### config.mk
export PLATFORM = sky130hd
export DESIGN_NAME = btn_preset_pulse_gen
export DESIGN_NICKNAME = d
export VERILOG_FILES = /design/src/rtl/btn_preset_pulse_gen.sv
export SDC_FILE = /design/constraint.sdc
export NUM_CORES = 1
export LEC_CHECK = 0
export ABC_AREA = 1
export CORE_ASPECT_RATIO = 1.25
export CORE_MARGIN = 2
export CORE_UTILIZATION = 31
export CTS_CLUSTER_SIZE = 14
export DETAILED_ROUTE_END_ITERATION = 6
export PLACE_DENSITY_LB_ADDON = 0.3
export RECOVER_POWER = 100
export SYNTH_ARGS = -nofsm -noshare
export SYNTH_HDL_FRONTEND = slang
export SYNTH_SLANG_ARGS = --single-unit
### constraint.sdc
create_clock -name i_clk_20mhz -period 1.5 [get_ports i_clk_20mhz]
set_clock_uncertainty 0.2 [all_clocks]
set_input_delay 0.3 -clock i_clk_20mhz [delete_from_list [all_inputs] [get_ports i_clk_20mhz]]
set_output_delay 0.3 -clock i_clk_20mhz [all_outputs]
set_load 0.03 [all_outputs]
### src/rtl/btn_preset_pulse_gen.sv
// btn_preset_pulse_gen: push-button synchronizer, debouncer and press/release pulse generator
//   i_clk_20mhz         system clock, all logic on rising edge
//   i_rst_20mhz         synchronous active-high reset
//   i_btn_raw           asynchronous raw button pin
//   o_btn_level         debounced level, 1 = pressed
//   o_btn_press_pulse   one-cycle pulse per accepted press (and per auto-repeat)
//   o_btn_release_pulse one-cycle pulse per accepted release
// Define BTN_AUTO_REPEAT_EN to enable auto-repeat press pulses while held.
module btn_preset_pulse_gen #(
    parameter int unsigned parm_debounce_cycles      = 200000,
    parameter logic        parm_active_low           = 1'b0,
    parameter int unsigned parm_repeat_delay_cycles  = 10000000,
    parameter int unsigned parm_repeat_period_cycles = 4000000
) (
    input  logic i_clk_20mhz,
    input  logic i_rst_20mhz,
    input  logic i_btn_raw,
    output logic o_btn_level,
    output logic o_btn_press_pulse,
    output logic o_btn_release_pulse
);
    localparam int unsigned MAX_DR = (parm_debounce_cycles > parm_repeat_delay_cycles) ?
                                     parm_debounce_cycles : parm_repeat_delay_cycles;
    localparam int unsigned MAX_P  = (MAX_DR > parm_repeat_period_cycles) ?
                                     MAX_DR : parm_repeat_period_cycles;
    localparam int CW = $clog2(MAX_P) + 1;
    typedef logic [CW-1:0] cnt_t;
    localparam cnt_t DB_LAST = cnt_t'(parm_debounce_cycles - 1);

    typedef enum logic [1:0] {ST_RELEASED, ST_PRESS_WAIT, ST_PRESSED, ST_RELEASE_WAIT} state_t;

    logic [1:0] sync_q;
    logic       btn_sync;
    state_t     state, state_nx;
    cnt_t       db_cnt, db_cnt_nx;
    logic       db_done;
    logic       level_nx, press_nx, release_nx;
    logic       rep_fire;

    // Two-flop synchronizer; resets to the idle pin level so reset never looks like a press.
    always_ff @(posedge i_clk_20mhz) begin
        if (i_rst_20mhz)
            sync_q <= {2{parm_active_low}};
        else
            sync_q <= {sync_q[0], i_btn_raw};
    end

    assign btn_sync = sync_q[1] ^ parm_active_low;
    assign db_done  = db_cnt == DB_LAST;

    always_ff @(posedge i_clk_20mhz) begin
        if (i_rst_20mhz) begin
            state               <= ST_RELEASED;
            db_cnt              <= '0;
            o_btn_level         <= 1'b0;
            o_btn_press_pulse   <= 1'b0;
            o_btn_release_pulse <= 1'b0;
        end else begin
            state               <= state_nx;
            db_cnt              <= db_cnt_nx;
            o_btn_level         <= level_nx;
            o_btn_press_pulse   <= press_nx;
            o_btn_release_pulse <= release_nx;
        end
    end

    // The debounce counter only advances inside the two wait states; every transition clears it.
    always_comb begin
        state_nx   = state;
        db_cnt_nx  = db_cnt + cnt_t'(1);
        level_nx   = o_btn_level;
        press_nx   = rep_fire;
        release_nx = 1'b0;
        unique case (state)
            ST_RELEASED: begin
                db_cnt_nx = '0;
                if (btn_sync)
                    state_nx = ST_PRESS_WAIT;
            end
            ST_PRESS_WAIT: begin
                if (!btn_sync) begin
                    state_nx  = ST_RELEASED;
                    db_cnt_nx = '0;
                end else if (db_done) begin
                    state_nx  = ST_PRESSED;
                    db_cnt_nx = '0;
                    level_nx  = 1'b1;
                    press_nx  = 1'b1;
                end
            end
            ST_PRESSED: begin
                db_cnt_nx = '0;
                if (!btn_sync)
                    state_nx = ST_RELEASE_WAIT;
            end
            ST_RELEASE_WAIT: begin
                if (btn_sync) begin
                    state_nx  = ST_PRESSED;
                    db_cnt_nx = '0;
                end else if (!btn_sync && db_done) begin
                    state_nx   = ST_RELEASED;
                    db_cnt_nx  = '0;
                    level_nx   = 1'b0;
                    release_nx = 1'b1;
                end
            end
        endcase
    end

`ifdef BTN_AUTO_REPEAT_EN
    localparam cnt_t DLY_LAST = cnt_t'(parm_repeat_delay_cycles - 1);
    localparam cnt_t PER_LAST = cnt_t'(parm_repeat_period_cycles - 1);

    cnt_t rep_cnt;
    logic rep_periodic;

    // First repeat waits the long delay, later ones the shorter period; any exit from
    // ST_PRESSED (including a release bounce) rearms the long delay.
    assign rep_fire = (state == ST_PRESSED) && btn_sync &&
                      (rep_cnt == (rep_periodic ? PER_LAST : DLY_LAST));

    always_ff @(posedge i_clk_20mhz) begin
        if (i_rst_20mhz || state != ST_PRESSED || !btn_sync) begin
            rep_cnt      <= '0;
            rep_periodic <= 1'b0;
        end else if (rep_fire) begin
            rep_cnt      <= '0;
            rep_periodic <= 1'b1;
        end else begin
            rep_cnt      <= rep_cnt + cnt_t'(1);
        end
    end
`else
    assign rep_fire = 1'b0;
`endif

endmodule
# ---- Word level (Yosys, flattened, before mapping)
# Cells that the tools add are included.
dict set report op_classes {
  mux 19
  addsub 1
  bitwise_logic 3
  reduce_logical 9
  eq_ne 12
}
# operator count
set ops {}
lappend ops {{$mux 25} 4}
lappend ops {{$pmux 25 s3} 1}
lappend ops {{$add 25x1->25 const B} 1}
lappend ops {{$eq 25x18->1 const B} 1}
lappend ops {{$mux 2} 6}
lappend ops {{$ne 2x2->1 const B} 6}
lappend ops {{$pmux 2 s4} 1}
lappend ops {{$mux 1} 6}
lappend ops {{$ne 3x3->1 const B} 2}
lappend ops {{$reduce_or 3->1} 2}
lappend ops {{$reduce_and 5->1} 1}
lappend ops {{$eq 2x2->1 const B} 2}
lappend ops {{$reduce_and 4->1} 1}
lappend ops {{$not 1->1} 3}
lappend ops {{$eq 2x1->1 const B} 1}
lappend ops {{$logic_not 2->1} 1}
lappend ops {{$pmux 1 s2} 1}
lappend ops {{$reduce_bool 2->1} 1}
lappend ops {{$reduce_or 2->1} 1}
lappend ops {{$logic_and 1x1->1} 1}
lappend ops {{$logic_not 1->1} 1}
dict set report word_totals {
  out_inout_bits 3
  inputBits 3
  word_cells 50
  register_bits 32
}

# ---- Longest topological paths before layout
# Gate-level depths: netlist of run 1.
dict set report logic_depth {
  depth_word 5
  depth_mapped 10
  ltp_nobuf 9
}

# ---- Worst setup path before layout of run 1
# Ideal clock, no wire load.
dict set report synth_path {
  path_type {reg2reg}
  from {reg db_cnt[0]}
  to {reg db_cnt[16]}
  stages_incl_launch_ff 8
  arrival_time_ns 1.243
  path_slack_ns -0.060
  period_less_slack_ns 1.560
  path_cell_list {dfxtp_1 ha_1 nand2_1 nor2_1 nand2_1 nor2_1 xnor2_1 nor2_2}
}
dict set report synth_between {
  elab_chain_len 5
}
# element line
set synth_rtl {}
lappend synth_rtl {{from (decl)} 35} ;# cnt_t db_cnt, db_cnt_nx;
lappend synth_rtl {{from (signal assigned)} 60} ;# db_cnt <= db_cnt_nx;
lappend synth_rtl {{parallel branches: the longest is 4 deep, another holds $add 25x1->25} -}
lappend synth_rtl {{$pmux 25 s3 (*)} 74} ;# unique case (state)
# Mark *: on every way between the ends.
# A chain may end at the register's enable or synchronous reset.

# ---- Worst setup path in the final report of run 1
dict set report layout_path {
  from {reg db_cnt[18]}
  to {reg db_cnt[20]}
}
# The elaborated chain is that of the path after synthesis.

==> results.cfg, run 1 <==
[critical_path]
crit_slowest_cell = dfxtp_2
crit_chain = inv_2, nand2_4, nor2_4, nand2_1, nor2_2, nand2_2, nand4_4, buf_12, buf_12, nor2_2
critPathArrivalTime_ns = 1.56
crit_path_start_kind = flop
worstReg2RegEnd = db_cnt[20]$_SDFF_PP0_
reg2reg_from = db_cnt[18]$_SDFF_PP0_
required_ns = 1.48
path_class = reg2reg
crit_path_max_fanout = 5
worst_path_largest_cell_delay_ns = 0.32
r2r_cells = 10
critPathCaptureType = flop
r2r_slack_ns = -0.08

[global_route]
grt_max_degree = 11
antenna_found_initial = 0
overflow = 0
track_usage_pct = 16.8
grt_pass1_wl_um = 8320
grt_pass1_vias = 1881

[cells_and_area]
drive_gt1_share_pct = 46.2
diodes = 0
fin_util_pct = 51.1
postLayoutCellArea_sq_um = 2820
area_growth_pct = 57.3
final_net_count = 358
final.fill_count = 521

[die]
die_h_um = 89
initial_core_util_pct = 32.5
chipWidth_um = 72
row_count = 30
dieArea_sq_um = 6410
design.core.area_sq_um = 5520
io_pins = 6

[clock_tree]
insertion_delay_ns = 0.29
clock_path_buffers = 2
cts_buffers = 5
cts_root_buf = clkbuf_8
clkSinkCount = 32
cts_tree = done
htree_levels = 2
clk_pin_slew_ns = 0.06

[outcome]
violations = negative setup slack
status = finished, violations left

[route]
wl_per_cell_um = 11.8
drt_first_pass_iters = 4
viasPerCell = 4.51
finalWirelength_um = 4950
drtAntennaViolNets = 0
drt_iter0_drc = 89
num_vias = 1891
drc_errors = 0

[pwr]
power_mw = 1.56
leakage_nw = 1.12
vdd_drop_max_mv = 0.645
p_per_area_nw_per_um2 = 555

[timing]
setup_viol = 25
slew_headroom_pct = 79.6
whs_ns = 0.195
worst_slack_ns = -0.0797
report.final.slew_viol_count = 0
period_share_pct = 105
timing.final.crit_period_ns = 1.58
fmax_ghz = 0.633
worst_slew_pin_slew_ns = 0.307
hold_viol = 0
rsz0062_at_grt = yes

[worst_hold_path]
min-delay-start = sync_q[0]$_SDFF_PP0_
hold_path_class = reg2reg
hold_depth = 2
holdPathEnd = sync_q[1]$_SDFF_PP0_

[place]
preCtsSetupSlack_ns = -0.115
globalplace.congestion = 0.831
hpwlAfterDp_um = 3530
port_buffers = 5
postPlaceCellArea_sq_um = 2330

[synthesis]
synth_area_sq_um = 1790
synthDistinctLibCells = 23
synthCells = 275
syn-mean-instance-area_sq_um = 6.52
ys.warnings.count = 0
synth_nets = 279
synth-seq-cells = 32
seq_area_frac_synth_pct = 35.8

[job]
cap_violations = 0
state kept, by name, summed over array words and instances, names as in the netlist, named ones only:
| register | cells |
|---|---|
| db_cnt | 25 |
| o_btn_level | 1 |
| o_btn_press_pulse | 1 |
| o_btn_release_pulse | 1 |
| state | 1 |
| sync_q | 2 |
cells in the mapped netlist:
library cell | n | area, sq um
nor2_4 | 2 | 22.5
dfxtp_1 | 32 | 641
nand3_2 | 1 | 10.0
nand3b_1 | 1 | 7.51
nand2_1 | 67 | 251
o21ai_0 | 3 | 15.0
nor2_2 | 12 | 75.1
xnor2_1 | 4 | 35.0
buf_8 | 1 | 15.0
nand3_1 | 19 | 95.1
nand2_4 | 1 | 11.3
inv_1 | 34 | 128
xor2_1 | 10 | 87.6
ha_1 | 1 | 12.5
nand2_2 | 3 | 18.8
inv_2 | 1 | 3.75
nor3_1 | 6 | 30.0
nor2_1 | 68 | 255
buf_2 | 2 | 10.0
buf_6 | 1 | 11.3
nor3_2 | 1 | 10.0
nand4_1 | 4 | 25.0
nand4_4 | 1 | 21.3
metal layers:
| layer | up-vias | routed length (um) | track usage, % |
|---|---|---|---|
| met4 | 0 | 102 | 6.35 |
| met2 | 25 | 2590 | 31.6 |
| met1 | 858 | 2140 | 18.6 |
| li1 | 999 | - | - |
| met3 | 9 | 120 | 3.04 |
| met5 | - | 0 | 0 |
kinds of logic after synthesis:
family | count (synthesis) | share of synthesized area (%)
and+or+nand+nor | 186 | 46.5
adders and majority gates | 1 | 0.698
AOI/OAI and AO/OA | 3 | 0.838
DFF | 32 | 35.8
xor gates and xnor gates | 14 | 6.84
buffers and inverters | 39 | 9.36
where the power goes:
part,switching (mW),leakage (nW),internal (mW),total (mW)
logic,0.0105,0.792,0.0108,0.0213
registers,0.00238,0.272,0.838,0.840
clock network,0.337,0.0510,0.366,0.703
total,0.350,1.12,1.21,1.56
critical path: cells and delay by family (launching register included):
family                 cells  cell delay [ns]
and+or+nand+nor            7             0.62
buffers and inverters      3             0.33
DFF                        1             0.32
area by class of cell:
| cell class | instances | area (sq um) | area share [%] |
|---|---|---|---|
| multi-input combinational | 204 | 1160 | 41.3 |
| clock buffer | 6 | 82.6 | 2.93 |
| tap | 64 | 80.1 | 2.84 |
| sequential | 32 | 688 | 24.4 |
| clock inverter | 2 | 10.0 | 0.355 |
| timing repair buffer | 76 | 663 | 23.5 |
| inverter | 35 | 131 | 4.66 |
worst max-delay path by stage:
| stage | from | end | slack [ns] | cells after the start |
|---|---|---|---|---|
| after floorplan | db_cnt[0]$_SDFF_PP0_ | db_cnt[16]$_SDFF_PP0_ | 0.01 | 7 |
| after global placement | db_cnt[1]$_SDFF_PP0_ | db_cnt[17]$_SDFF_PP0_ | -0.09 | 8 |
| after detailed placement | db_cnt[0]$_SDFF_PP0_ | db_cnt[16]$_SDFF_PP0_ | -0.11 | 7 |
| after CTS | db_cnt[1]$_SDFF_PP0_ | db_cnt[23]$_SDFF_PP0_ | -0.04 | 7 |
| after global routing | db_cnt[18]$_SDFF_PP0_ | db_cnt[20]$_SDFF_PP0_ | -0.17 | 10 |
| final | db_cnt[18]$_SDFF_PP0_ | db_cnt[20]$_SDFF_PP0_ | -0.08 | 10 |
what timing repair did:
| action | CTS | global route |
|---|---|---|
| resized for setup | 53 | 37 |
| hold buffers | 0 | 0 |
| pin swaps | 6 | 11 |
| setup buffers | 18 | 4 |
| cloned | 1 | 0 |
| setup endpoints to repair | 31 | 31 |
through the flow:
stage / std cells / setup TNS [ns]
after CTS: 418 / -0.490
after detailed placement: 391 / -1.90
after floorplan: 275 / 0
final: 419 / -1.70
after global routing: 419 / -4.02
after global placement: 391 / -1.65
layout by cell type, fill, tap and decap left out, types with 3 or more instances in the layout:
master and count:
buf_12 4, nand4_1 4, dfxtp_4 8, nor2_4 12
nor2_2 23, nor3_1 5, inv_2 8, buf_6 5
clkbuf_8 6, nand2_2 9, o21ai_0 3, xnor2_1 4
dfxtp_2 14, xor2_1 9, nand2_1 60, nand3_2 3
dfxtp_1 10, nand3_1 16, nor2_1 47, buf_4 60
inv_1 27
Power figures use the tool's default switching activity.
==> inputs of run 2 (changes only) <==
--- a/config.mk
+++ b/config.mk
@@ -11,6 +11,7 @@
 export CORE_UTILIZATION = 31
 export CTS_CLUSTER_SIZE = 14
 export DETAILED_ROUTE_END_ITERATION = 6
+export MAX_ROUTING_LAYER = met4
 export PLACE_DENSITY_LB_ADDON = 0.3
 export RECOVER_POWER = 100
 export SYNTH_ARGS = -nofsm -noshare
==> results.cfg, run 2 (synthesized netlist as in run 1, its figures left out) <==
[outcome]
status = finished, violations left
violations = negative setup slack

[timing]
timing.final.crit_period_ns = 1.58
hold_viol = 0
worst_slew_pin_slew_ns = 0.307
report.final.slew_viol_count = 0
slew_headroom_pct = 79.6
whs_ns = 0.195
fmax_ghz = 0.633
worst_slack_ns = -0.0789
rsz0062_at_grt = yes
setup_viol = 25
period_share_pct = 105
finalSetupTns_ns = -1.60

[clock_tree]
insertion_delay_ns = 0.29
clk_pin_slew_ns = 0.06
htree_levels = 2
clock_path_buffers = 2
cts_buffers = 5
cts_tree = done
cts_root_buf = clkbuf_8
clkSinkCount = 32

[critical_path]
critPathCaptureType = flop
r2r_slack_ns = -0.08
path_class = reg2reg
worstReg2RegEnd = db_cnt[20]$_SDFF_PP0_
crit_path_start_kind = flop
crit_path_max_fanout = 5
required_ns = 1.47
crit_chain = inv_2, nand2_4, nor2_4, nand2_1, nor2_2, nand2_2, nand4_4, buf_12, buf_12, nor2_2
critPathArrivalTime_ns = 1.55
r2r_cells = 10
worst_path_largest_cell_delay_ns = 0.32
crit_slowest_cell = dfxtp_2
reg2reg_from = db_cnt[18]$_SDFF_PP0_

[cells_and_area]
final_net_count = 358
largest_reg_flops = 25
regMostFlops = db_cnt
top_regs = db_cnt: 25 flops, sync_q: 2 flops
final.fill_count = 522
area_growth_pct = 57.9
final_cell_mix = buf_4 (60), nand2_1 (59), nor2_1 (46)
drive_gt1_share_pct = 47.0
diodes = 0
final_common_cell = buf_4

[place]
preCtsSetupSlack_ns = -0.115
port_buffers = 5
globalplace.congestion = 0.843
hpwlAfterDp_um = 3530

[global_route]
grt_max_degree = 11
track_usage_pct = 17.3
antenna_found_initial = 0
grt_pass1_wl_um = 8310
grt_pass1_vias = 1887
overflow = 0

[job]
cap_violations = 0

[route]
drt_iter0_drc = 71
num_vias = 1888
finalWirelength_um = 4960
drc_errors = 0
drtAntennaViolNets = 0
drt_first_pass_iters = 4
viasPerCell = 4.51
wl_per_cell_um = 11.8

[die]
row_count = 30
dieArea_sq_um = 6410
design.core.area_sq_um = 5520
initial_core_util_pct = 32.5
die_h_um = 89
chipWidth_um = 72
io_pins = 6

[pwr]
comb_power_share_pct = 1.4
p_per_area_nw_per_um2 = 553
clkPwrFrac_pct = 44.9
p_int_mw = 1.21
vdd_drop_max_mv = 0.643
p_sw_mw = 0.350
leakage_nw = 1.12
seq_power_share_pct = 53.7
switching_share_pct = 22.4

[worst_hold_path]
hold_depth = 2
holdPathEnd = sync_q[1]$_SDFF_PP0_
min-delay-start = sync_q[0]$_SDFF_PP0_
hold_path_class = reg2reg
-- run 2: through the flow --
stage	cells	utilization, %	power [mW]	area (sq um)
floorplan	275	-	0.883	1820
global placement	391	42.2	0.896	2330
detailed placement	391	42.2	0.896	2330
CTS	418	49.1	1.59	2710
global route	419	51.3	1.62	2830
finish	419	51.3	1.56	2830
-- run 2: critical path, delay by kind of cell (launching register included) --
kind / cells / cell delay (ns)
buf+inv: 3 / 0.33
flops: 1 / 0.32
simple gates: 7 / 0.62
-- run 2: power groups by stage --
stage	combinational, mW	sequential [mW]	clock [mW]
2_1_floorplan	0.00869	0.874	0
3_3_place_gp	0.0215	0.874	0
3_5_place_dp	0.0217	0.875	0
4_1_cts	0.0233	0.847	0.716
5_1_grt	0.0234	0.840	0.758
6_report	0.0213	0.840	0.703
-- run 2: timing repair --
item	CTS	global route
resized for setup	53	41
cloned	1	0
endpoints found under the hold margin	0	0
hold buffers	0	0
setup endpoints to repair	31	31
buffers inserted	18	4
pin swaps	6	14
-- run 2: worst max-delay path by stage --
stage                                from                     to  cells after the start
floorplan            db_cnt[0]$_SDFF_PP0_  db_cnt[16]$_SDFF_PP0_                      7
global placement     db_cnt[1]$_SDFF_PP0_  db_cnt[17]$_SDFF_PP0_                      8
detailed placement   db_cnt[0]$_SDFF_PP0_  db_cnt[16]$_SDFF_PP0_                      7
CTS                  db_cnt[1]$_SDFF_PP0_  db_cnt[23]$_SDFF_PP0_                      7
global route        db_cnt[18]$_SDFF_PP0_  db_cnt[20]$_SDFF_PP0_                     10
finish              db_cnt[18]$_SDFF_PP0_  db_cnt[20]$_SDFF_PP0_                     10
-- run 2: layer usage --
metal,track usage [%],vias up,part of all wire [%]
met2,31.6,21,52
li1,-,999,-
met5,-,-,0
met1,18.6,860,43
met4,6.35,0,2.1
met3,3.04,8,2.8
-- run 2: area by class of cell --
cell class	count	area, sq um	share of cell area [%]
inverters	35	131	4.64
clock inverters	2	10.0	0.354
clock buffers	6	82.6	2.92
well taps	64	80.1	2.83
multi-input cells	204	1170	41.4
flip-flops and latches	32	689	24.4
repair buffers	76	663	23.4
==> inputs of run 3 (changes only) <==
--- a/config.mk
+++ b/config.mk
@@ -14,6 +14,7 @@
 export MAX_ROUTING_LAYER = met4
 export PLACE_DENSITY_LB_ADDON = 0.3
 export RECOVER_POWER = 100
+export SETUP_SLACK_MARGIN = 0.1
 export SYNTH_ARGS = -nofsm -noshare
 export SYNTH_HDL_FRONTEND = slang
 export SYNTH_SLANG_ARGS = --single-unit
==> results.cfg, run 3 (synthesized netlist as in run 1, its figures left out) <==
[cells_and_area]
drive_gt1_share_pct = 45.4
top_regs = db_cnt: 25 flops, sync_q: 2 flops
final_common_cell = nand2_1
final_cell_mix = nand2_1 (56), buf_4 (38), nor2_1 (37)
regMostFlops = db_cnt
diodes = 0
postLayoutCellArea_sq_um = 2640
fin_util_pct = 47.8
final_net_count = 331
stdcell_count = 392
final.fill_count = 542
largest_reg_flops = 25
area_growth_pct = 47.3

[place]
postPlaceCellArea_sq_um = 2260
globalplace.congestion = 0.898
port_buffers = 5
preCtsSetupSlack_ns = -0.0924
hpwlAfterDp_um = 3430
dp.cells = 379

[clock_tree]
clock_path_buffers = 2
clkSinkCount = 32
cts_tree = done
cts_root_buf = clkbuf_8
ctsHoldBuffers = 0
insertion_delay_ns = 0.29
cts_buffers = 5
clk_pin_slew_ns = 0.07
htree_levels = 2

[route]
finalWirelength_um = 4620
viasPerCell = 4.49
wl_per_cell_um = 11.8
drt_iter0_drc = 81
num_vias = 1761
drt_first_pass_iters = 4
drtAntennaViolNets = 0
drc_errors = 0

[outcome]
violations = negative setup slack
status = finished, violations left

[global_route]
track_usage_pct = 15.6
overflow = 0
grt_max_degree = 15
antenna_found_initial = 0
grt_pass1_wl_um = 7420
grt_pass1_vias = 1665

[timing]
slew_headroom_pct = 75.3
period_share_pct = 101
fmax_ghz = 0.659
rsz0062_at_grt = yes
setup_viol = 17
whs_ns = 0.207
report.final.slew_viol_count = 0
hold_viol = 0
worst_slack_ns = -0.0180
timing.final.crit_period_ns = 1.52
finalSetupTns_ns = -0.151
worst_slew_pin_slew_ns = 0.372

[pwr]
power_mw = 1.55
p_per_area_nw_per_um2 = 589
leakage_nw = 0.936
vdd_drop_max_mv = 0.365

[critical_path]
crit_path_max_fanout = 7
critPathCaptureType = flop
critPathArrivalTime_ns = 1.50
crit_chain = nand2_8, nor2_4, nand2_1, nor2_2, nand2_2, nand4_4, clkbuf_16, nor2_2
crit_path_start_kind = flop
path_class = reg2reg
crit_top_cell = nor2_2
crit_slowest_cell = dfxtp_4
crit_buf_inv = 1
cp_top_family = simple AND/OR/NAND/NOR gates
worst_path_largest_cell_delay_ns = 0.39
required_ns = 1.48

[die]
chipWidth_um = 72
initial_core_util_pct = 32.5
design.core.area_sq_um = 5520
dieArea_sq_um = 6410
row_count = 30
die_h_um = 89
io_pins = 6

[job]
cap_violations = 0

[worst_hold_path]
hold_path_class = reg2reg
-- run 3: path summary, 6_finish.rpt --
path | startpoint | to | slack [ns] | depth (start not counted)
min | sync_q[0]$_SDFF_PP0_ | sync_q[1]$_SDFF_PP0_ | 0.21 | 2
min reg2reg | sync_q[0]$_SDFF_PP0_ | sync_q[1]$_SDFF_PP0_ | 0.21 | 2
max | db_cnt[4]$_SDFF_PP0_ | db_cnt[1]$_SDFF_PP0_ | -0.02 | 8
max reg2reg | db_cnt[4]$_SDFF_PP0_ | db_cnt[1]$_SDFF_PP0_ | -0.02 | 8
-- run 3: power by group --
part           switching [mW]  internal [mW]
sequential            0.00262          0.834
clock                   0.330          0.366
combinational          0.0112        0.00999
-- run 3: layer usage --
metal	part of all wire (%)	vias up	track usage [%]	wire length, um
met5	0	-	-	0
met4	2.2	0	7.89	100
met3	2.4	9	2.93	113
met2	51	19	25.7	2370
met1	44	787	18.2	2030
li1	-	946	-	-
-- run 3: final cells by class --
type	instances	area [sq um]	share of cell area [%]
Tap cell	64	80.1	3.03
Clock inverter	2	10.0	0.379
Clock buffer	6	82.6	3.13
Timing Repair Buffer	49	409	15.5
Sequential cell	32	688	26.1
Inverter	35	131	4.98
Multi-Input combinational cell	204	1240	46.9
-- run 3: what timing repair did --
item,in CTS,in global routing
resized for setup,40,56
pin swaps,8,8
gates cloned,0,1
setup endpoints to repair,32,32
buffers inserted,3,1
-- run 3: worst reg2reg max path, cell delays in order, from the launching register on --
cell and delay [ns]:
dfxtp_4 0.39, nand2_8 0.08, nor2_4 0.11, nand2_1 0.07, nor2_2 0.12, nand2_2 0.10
nand4_4 0.13, clkbuf_16 0.19, nor2_2 0.04
